**config.mk**
```make
export PLATFORM = sky130hd
export DESIGN_NAME = nco_phase_accumulator_mc
export DESIGN_NICKNAME = d
export VERILOG_FILES = /design/src/rtl/nco_pkg.sv /design/src/rtl/nco_phase_channel.sv /design/src/rtl/nco_phase_accumulator_mc.sv
export SDC_FILE = /design/constraint.sdc
export NUM_CORES = 2
export LEC_CHECK = 0
export CORE_ASPECT_RATIO = 2
export CORE_MARGIN = 2
export CORE_UTILIZATION = 62
export DETAILED_ROUTE_END_ITERATION = 8
export PLACE_DENSITY_LB_ADDON = 0.25
export SETUP_SLACK_MARGIN = 0.5
export SLEW_MARGIN = 20
export SYNTH_ARGS = -nofsm -noshare
export SYNTH_HDL_FRONTEND = slang
export SYNTH_SLANG_ARGS = --single-unit
```
**constraint.sdc**
```tcl
create_clock -name clk -period 3.2 [get_ports clk]
set_input_delay 0.48 -clock clk [delete_from_list [all_inputs] [get_ports clk]]
set_output_delay 0.48 -clock clk [all_outputs]
set_load 0.03 [all_outputs]
```
**src/rtl/nco_pkg.sv**
```systemverilog
`default_nettype none
// ============================================================================
// Module  : nco_pkg
// Brief   : Shared constants and helpers for the multi-channel NCO phase path.
// Revision: 1.0 - initial release
// ============================================================================
package nco_pkg;

    localparam logic CFG_SEL_FREQ   = 1'b0;
    localparam logic CFG_SEL_OFFSET = 1'b1;

    // Channel-select width; a single channel still needs a 1-bit select port.
    function automatic int ch_width(input int num_ch);
        return (num_ch > 1) ? $clog2(num_ch) : 1;
    endfunction

endpackage
`default_nettype wire

```
**src/rtl/nco_phase_channel.sv**
```systemverilog
`default_nettype none
// ============================================================================
// Module  : nco_phase_channel
// Brief   : One NCO channel: shadow/active config, phase accumulator, output stage.
// Revision: 1.0 - initial release
// ============================================================================
module nco_phase_channel #(
    parameter int ACC_WIDTH = 32,
    parameter int OUT_WIDTH = 12
) (
    input  logic                 clk,
    input  logic                 rst,
    input  logic                 i_freq_we,
    input  logic                 i_off_we,
    input  logic [ACC_WIDTH-1:0] i_cfg_data,
    input  logic                 i_cfg_update,
    input  logic                 i_ch_en,
    input  logic                 i_phase_clear,
    output logic [OUT_WIDTH-1:0] o_phase_out,
    output logic                 o_wrap
);

    logic [ACC_WIDTH-1:0] r_shadow_freq;
    logic [ACC_WIDTH-1:0] r_shadow_off;
    logic [ACC_WIDTH-1:0] r_act_freq;
    logic [ACC_WIDTH-1:0] r_act_off;
    logic [ACC_WIDTH-1:0] r_acc;
    logic                 r_carry;
    logic [OUT_WIDTH-1:0] r_phase;
    logic                 r_wrap;

    logic [ACC_WIDTH:0]   w_inc;
    logic [ACC_WIDTH-1:0] w_offset_sum;

    assign w_inc        = {1'b0, r_acc} + {1'b0, r_act_freq};
    // Offset is applied only on the output side so it never disturbs acc or wrap.
    assign w_offset_sum = r_acc + r_act_off;

    always_ff @(posedge clk) begin
        if (rst) begin
            r_shadow_freq <= '0;
            r_shadow_off  <= '0;
            r_act_freq    <= '0;
            r_act_off     <= '0;
            r_acc         <= '0;
            r_carry       <= 1'b0;
            r_phase       <= '0;
            r_wrap        <= 1'b0;
        end else begin
            if (i_freq_we) r_shadow_freq <= i_cfg_data;
            if (i_off_we)  r_shadow_off  <= i_cfg_data;
            if (i_cfg_update) begin
                r_act_freq <= r_shadow_freq;
                r_act_off  <= r_shadow_off;
            end
            if (i_phase_clear) begin
                r_acc   <= '0;
                r_carry <= 1'b0;
            end else if (i_ch_en) begin
                {r_carry, r_acc} <= w_inc;
            end else begin
                r_carry <= 1'b0;
            end
            r_phase <= OUT_WIDTH'(w_offset_sum >> (ACC_WIDTH - OUT_WIDTH));
            r_wrap  <= r_carry;
        end
    end

    assign o_phase_out = r_phase;
    assign o_wrap      = r_wrap;

endmodule
`default_nettype wire

```
**src/rtl/nco_phase_accumulator_mc.sv**
```systemverilog
`default_nettype none
// ============================================================================
// Module  : nco_phase_accumulator_mc
// Brief   : NUM_CH-channel NCO phase accumulator with shared config decode.
// Revision: 1.0 - initial release
// ============================================================================
module nco_phase_accumulator_mc
    import nco_pkg::*;
#(
    parameter int ACC_WIDTH = 32,
    parameter int OUT_WIDTH = 12,
    parameter int NUM_CH    = 4
) (
    input  logic                          clk,
    input  logic                          rst,
    input  logic                          cfg_we,
    input  logic [ch_width(NUM_CH)-1:0]   cfg_ch,
    input  logic                          cfg_sel,
    input  logic [ACC_WIDTH-1:0]          cfg_data,
    input  logic                          cfg_update,
    input  logic [NUM_CH-1:0]             ch_en,
    input  logic [NUM_CH-1:0]             phase_clear,
    output logic [NUM_CH*OUT_WIDTH-1:0]   phase_out,
    output logic [NUM_CH-1:0]             wrap,
    output logic                          out_valid
);

    localparam int CH_W = ch_width(NUM_CH);

    logic r_warm;
    logic r_out_valid;

    // Select values >= NUM_CH match no channel, so such writes are dropped.
    generate
        for (genvar gi = 0; gi < NUM_CH; gi++) begin : g_ch
            localparam logic [CH_W-1:0] c_idx = CH_W'(gi);
            logic w_hit;
            logic w_freq_we;
            logic w_off_we;

            assign w_hit     = cfg_we && (cfg_ch == c_idx);
            assign w_freq_we = w_hit && (cfg_sel == CFG_SEL_FREQ);
            assign w_off_we  = w_hit && (cfg_sel == CFG_SEL_OFFSET);

            nco_phase_channel #(
                .ACC_WIDTH (ACC_WIDTH),
                .OUT_WIDTH (OUT_WIDTH)
            ) u_ch (
                .clk           (clk),
                .rst           (rst),
                .i_freq_we     (w_freq_we),
                .i_off_we      (w_off_we),
                .i_cfg_data    (cfg_data),
                .i_cfg_update  (cfg_update),
                .i_ch_en       (ch_en[gi]),
                .i_phase_clear (phase_clear[gi]),
                .o_phase_out   (phase_out[gi*OUT_WIDTH +: OUT_WIDTH]),
                .o_wrap        (wrap[gi])
            );
        end
    endgenerate

    // Two-stage warm-up matches the accumulator-to-output pipeline depth.
    always_ff @(posedge clk) begin
        if (rst) begin
            r_warm      <= 1'b0;
            r_out_valid <= 1'b0;
        end else begin
            r_warm      <= 1'b1;
            r_out_valid <= r_warm;
        end
    end

    assign out_valid = r_out_valid;

endmodule
`default_nettype wire
```
# == After elaboration in Yosys (flattened, before gate mapping) ==
# Index checks and enable logic that the tools add are counted.
# classes
addsub,8
eq_ne,3
n_mux,1
bitwise,5
n_reduce_logical,21
# ops
operator,count
$add A32 B32 Y33,4
$add A32 B32 Y32,4
$logic_and A1 B1 Y1,12
$reduce_or A3 Y1,4
$reduce_or A2 Y1,4
$not A1 Y1,5
$eq A2 B2 Y1 const B,2
$eq A2 B1 Y1 const B,1
$logic_not A2 Y1,1
$mux W1,1
# word_totals
regBits,698
input_bits,47
output_inout_bits,53
wordCells,72

# == Logic depth before layout (Yosys ltp) ==
# depth
depth_word,3
mapped_depth,12
ltp_nobuf,12

# == Cells and area by module ==
# A second synthesis with hierarchy kept.
# unflattened
cells_unflattened,3564
hier_area_um2,34101.5
# by_module_without_submodules
module,n_inst,cells_each,area_each_um2,seq_area_each_um2
nco_phase_channel at g_ch[0].u_ch ...,2,894,8516.9,3483.3
nco_phase_channel at g_ch[3].u_ch,1,881,8505.7,3483.3
nco_phase_channel at g_ch[2].u_ch,1,883,8415.6,3483.3
nco_phase_accumulator_mc,1,12,146.4,40.0

# == Worst setup path before layout ==
# Ideal clock, no wire load.
# synth_timing
path_kind,register to register
from,reg g_ch[1].u_ch.r_acc[0]
to,reg g_ch[1].u_ch.r_acc[28]
setup_time_ns,0.120
t_arrival_ns,2.692
t_required_ns,3.080
slack_ns,0.387
stages_incl_launch_ff,12
path_buffers,0
period_less_slack_ns,2.813
cell_sequence,dfxtp_1 -> ha_1 -> fa_1 -> a21o_1 -> a311o_1 -> a21oi_2 -> o21ai_2 -> a31o_2 -> a31o_1 -> a21o_1 -> a211oi_2 -> o31ai_1
# synth_between
elab_chain_cells,1
# synth_rtl
item,line,text
"start, declared",nco_phase_channel.sv:27,logic [ACC_WIDTH-1:0] r_acc;
"start signal, assigned",nco_phase_channel.sv:60,"{r_carry, r_acc} <= w_inc;"
$add A32 B32 Y33,nco_phase_channel.sv:35,"assign w_inc = {1'b0, r_acc} + {1'b0, r_act_freq};"
# No other way between the ends.
# A chain may end at the register's enable or synchronous reset.

# == Final worst setup path ==
# layout_timing
from,reg g_ch[3].u_ch.r_acc[0]
to,reg g_ch[3].u_ch.r_carry
# layout_between
elab_chain_cells,1
# layout_rtl
item,line,text
"start, declared",nco_phase_channel.sv:27,
"start signal, assigned",nco_phase_channel.sv:60,
$add A32 B32 Y33,nco_phase_channel.sv:35,
"end signal, assigned",nco_phase_channel.sv:60,
"end, declared",nco_phase_channel.sv:28,logic r_carry;
# No other way between the ends.

==> metrics.md <==
| Metric | Value |
|---|---|
| Syn_nets | `4180` |
| Required time worst endpoint | `between 3 and 4 ns` |
| Die ar. | `56460 sq um` |
| Critical Path AT | `3.27 ns` |
| CP bufs+invs | `0` |
| Per-cell routed wire length | `20.17 um` |
| Clock Tree Root | `clkbuf_16` |
| Maximum vdd drop | `around 0.00068 V` |
| Place WS | `about 0.24 ns` |
| CP dominant cell by count | `a21oi_4` |
| Clock share of power | `roughly 45%` |
| Hold Startpoint | `rst` |
| Switch share | `23.02%` |
| CTS tree | `built` |
| Cell Chain, Critical Path | `ha_4, fa_2, a21o_1, a21oi_2, o21a_1, nor2_4, a21oi_4, a21oi_4, o211ai_1, nand2_1, a2111oi_4, nor3_2` |
| Row count | `about 120` |
| CORE AREA | `54200 sq um` |
| Die height | `between 300 and 400 um` |
| Syn-to-layout area delta | `14.37%` |
| Comb power frac | `5.4%` |
| Port Buffers | `99` |
| Met3 usage | `4.024%` |
| Register area share after synthesis | `41.38%` |
| Post-DP HPWL | `around 63000 um` |
| Avg Synthesized Cell Area | `8.701 sq um` |
| Status | `finished clean` |
| Tcrit/Tclk final | `between 80% and 90%` |
| Library cells used by synthesis | `83` |
| Total CTS buffers | `slightly below 60` |
| Worst Tran Pin Value | `between 0.9 and 1 ns` |
| Multi-input combinational cell area | `slightly below 20000 sq um` |
| R2R cell count | `12` |
| Final Skew | `roughly 0.024 ns` |
| I/O Pins | `100` |
| P_leak | `~17 nW` |
| Worst Hold End | `g_ch[2].u_ch.r_act_freq[23]$_SDFFE_PP0P_` |
| Critical Path Slowest Stage Cell | `dfxtp_4` |
| Final GP Congestion | `approximately 0.94` |
| Global-route wire length before repair | `145000 um` |
| Initial antenna violation count | `0` |
| Maxcap violations | `0` |
| Post-Route WL | `93570 um` |
| Fmax | `0.3598 GHz` |
| Layout cells sized above 1 | `between 10% and 20%` |
| Crit path kind | `register to register` |
| Critical Path Max Stage Delay | `0.36 ns` |
| Final worst slack | `roughly 0.42 ns` |
| Tmin final | `~2.8 ns` |
| Initial Util | `about 62%` |
| Sw Pwr | `about 4.1 mW` |
| Reg2reg setup slack | `approximately 0.42 ns` |
| DRC | `0` |
| First-pass iteration count of the detailed router | `5` |
| DR vias/cell | `slightly above 6` |
| Cell family with most CP delay | `compound AO/OA/AOI/OAI gates` |
| Hold Fails Final Rpt | `0` |
| Unrepaired setup endpoints after global routing | `yes` |
| Final #Nets | `approximately 4200` |
| Clk buf depth | `3` |
| Pin count of the biggest net entering global routing | `180` |
| Post-CTS Hold Buffers | `0` |
| Pwr Density | `466.8 nW/um^2` |
| Clk sinks | `~700` |
| Drt initial violations | `roughly 2000` |
| Clock Pin Slew Worst Setup and Hold Paths | `about 0.07 ns` |
| Max Fanout on Critical Path | `3` |
| Post-synth ARST share | `0%` |
| Global Route met1 Usage | `between 30% and 40%` |
| Final slew viol count | `0` |
| GRT overflow | `0` |
| Fin Setup TNS | `0 ns` |
| Fillers | `roughly 4100` |
| H-Tree Depth | `2` |
| Total number of vias | `between 20000 and 30000` |
| Startpoint Class | `register` |
| CP endpoint kind | `register` |
| Synthesized instance count | `about 3900` |
| Final Util | `71.26%` |
| M2 GR Usage | `between 50 and 60%` |
| Fraction of power consumed by sequential logic | `~50%` |
| Number of global-route vias before repair | `~28000` |
| Global routing's busiest layer | `met2` |
| EDFF count, synth | `0` |
| Register Area | `roughly 14000 sq um` |
| Int Pwr | `roughly 14 mW` |
| Die W | `169.0 um` |
| #FFs+latches synth | `about 700` |
| Crit Reg-Reg Endpoint | `g_ch[3].u_ch.r_carry$_SDFF_PP0_` |
| Worst skew pair latency | `about 0.64 ns` |
| Main synth FF type | `dfxtp_1` |
| Hold Crit Depth | `2` |
| Total Routing Usage GR | `between 30% and 40%` |
| Syn Std Cell Area | `between 30000 and 40000 sq um` |
| Post-DRT Antenna Nets | `0` |
| Yosys warns | `0` |
| Worst hold path class | `input pin to register` |
| R2R Path Start | `g_ch[3].u_ch.r_acc[0]$_SDFFE_PP0P_` |
| Final count of negative-setup-slack endpoints | `0` |
| Slew headroom | `around 33%` |
metrics by stage:
stage	total power [mW]	hold WS [ns]	std cells	cell area [sq um]
5_1_grt	18.49	0.2290	4636	38610
6_report	18.03	0.2291	4639	38620
2_1_floorplan	9.678	0.4138	3881	33770
4_1_cts	18.07	0.2225	4614	37820
3_5_place_dp	10.01	0.4271	4482	35100
3_3_place_gp	10.00	0.4282	4482	35100
cell usage after synthesis, drive strengths merged, types with 22 or more instances:
master / count / area (sq um)
a31oi: 24 / 175.2
mux2i: 351 / 3513
inv: 45 / 168.9
nand4: 26 / 162.7
o21a: 22 / 165.2
dfxtp: 698 / 13970
and3: 25 / 156.4
nor3: 28 / 140.1
xor2: 49 / 429.2
a21oi: 437 / 2221
nor2b: 30 / 187.7
nand2: 619 / 2323
nor2: 489 / 1838
clkbuf: 180 / 777.0
nand3: 48 / 240.2
o21ai: 95 / 483.0
a211oi: 27 / 217.7
xnor2: 100 / 875.8
buf: 39 / 165.2
a21o: 101 / 767.0
ha: 248 / 3103
power by group through the flow:
stage                     registers (mW)  clock network, mW  logic (mW)
after detailed placement            9.06                  0       0.955
after global routing                8.87               8.59        1.03
after global placement              9.06                  0       0.946
final                               8.86               8.19       0.981
after CTS                           8.86               8.25       0.962
after floorplan                     9.05                  0       0.631
cell families (layout without fill, tap and decap cells):
| kind of cell | count (synthesis) | in the layout | synth area share (%) |
|---|---|---|---|
| multiplexers | 351 | 351 | 10.40 |
| adder cells (fa/ha/maj) | 252 | 252 | 9.426 |
| flip-flops | 698 | 698 | 41.38 |
| XOR/XNOR | 149 | 149 | 3.865 |
| other | 0 | 3 | 0 |
| AO/OA/AOI/OAI | 831 | 831 | 15.22 |
| buffers and inverters | 266 | 345 | 3.357 |
| AND/OR/NAND/NOR | 1334 | 1334 | 16.35 |
cell usage in the layout, fill, tap and decap left out, types with 21 or more instances in the layout:
cell	Yosys	layout
nand3_1	48	44
nand4_1	26	26
nand2_1	619	615
a21oi_1	430	405
inv_1	45	45
mux2i_1	351	351
ha_4	0	23
a21oi_2	6	27
clkbuf_16	0	60
clkdlybuf4s50_1	0	94
ha_1	248	217
xnor2_1	100	100
o21a_1	22	21
o21bai_1	21	21
nor2_1	488	476
buf_4	5	85
xor2_1	49	49
nor2b_1	30	30
nor3_1	28	24
o21ai_0	78	67
and3_1	25	25
dfxtp_1	698	676
a21o_1	94	94
layout make-up:
cell class / count / share of cell area [%]
tap: 676 / 2.190
antenna: 3 / 0.01944
inverter: 45 / 0.4374
clock buffer: 77 / 4.364
multi-input combinational: 2917 / 50.77
clock inverter: 32 / 1.364
sequential: 698 / 36.29
timing repair buffer: 191 / 4.568
sequential cells by signal, summed over array words and instances (netlist names):
signal	flops
r_warm	1
out_valid	1
g_ch.u_ch.r_shadow_freq	128
g_ch.u_ch.o_phase_out	48
g_ch.u_ch.r_act_off	128
g_ch.u_ch.r_acc	128
g_ch.u_ch.r_shadow_off	128
g_ch.u_ch.r_carry	4
g_ch.u_ch.o_wrap	4
g_ch.u_ch.r_act_freq	128
repair_timing:
action                     in CTS  in global routing
setup buffers                  23                 22
gates resized for setup        62                130
pin swaps                      45                 93
setup endpoints to repair      43                 65
gates cloned                    0                  0
worst max path at each step:
stage | startpoint | end | depth (start not counted)
finish | g_ch[3].u_ch.r_acc[0]$_SDFFE_PP0P_ | g_ch[3].u_ch.r_carry$_SDFF_PP0_ | 12
global route | g_ch[3].u_ch.r_acc[0]$_SDFFE_PP0P_ | g_ch[3].u_ch.r_carry$_SDFF_PP0_ | 12
CTS | g_ch[3].u_ch.r_acc[0]$_SDFFE_PP0P_ | g_ch[3].u_ch.r_carry$_SDFF_PP0_ | 12
detailed placement | g_ch[0].u_ch.r_acc[2]$_SDFFE_PP0P_ | g_ch[0].u_ch.o_phase_out[8]$_SDFF_PP0_ | 10
global placement | g_ch[1].u_ch.r_acc[0]$_SDFFE_PP0P_ | g_ch[1].u_ch.r_acc[28]$_SDFFE_PP0P_ | 11
floorplan | g_ch[1].u_ch.r_acc[0]$_SDFFE_PP0P_ | g_ch[1].u_ch.r_acc[28]$_SDFFE_PP0P_ | 11
routing by layer:
| metal | part of all wire (%) | vias to the layer above |
|---|---|---|
| li1 | - | 13460 |
| met1 | 36 | 13450 |
| met2 | 51 | 748 |
| met3 | 4.7 | 316 |
| met4 | 7.6 | 0 |
| met5 | 0 | - |
(Power assumes the default switching activity.)
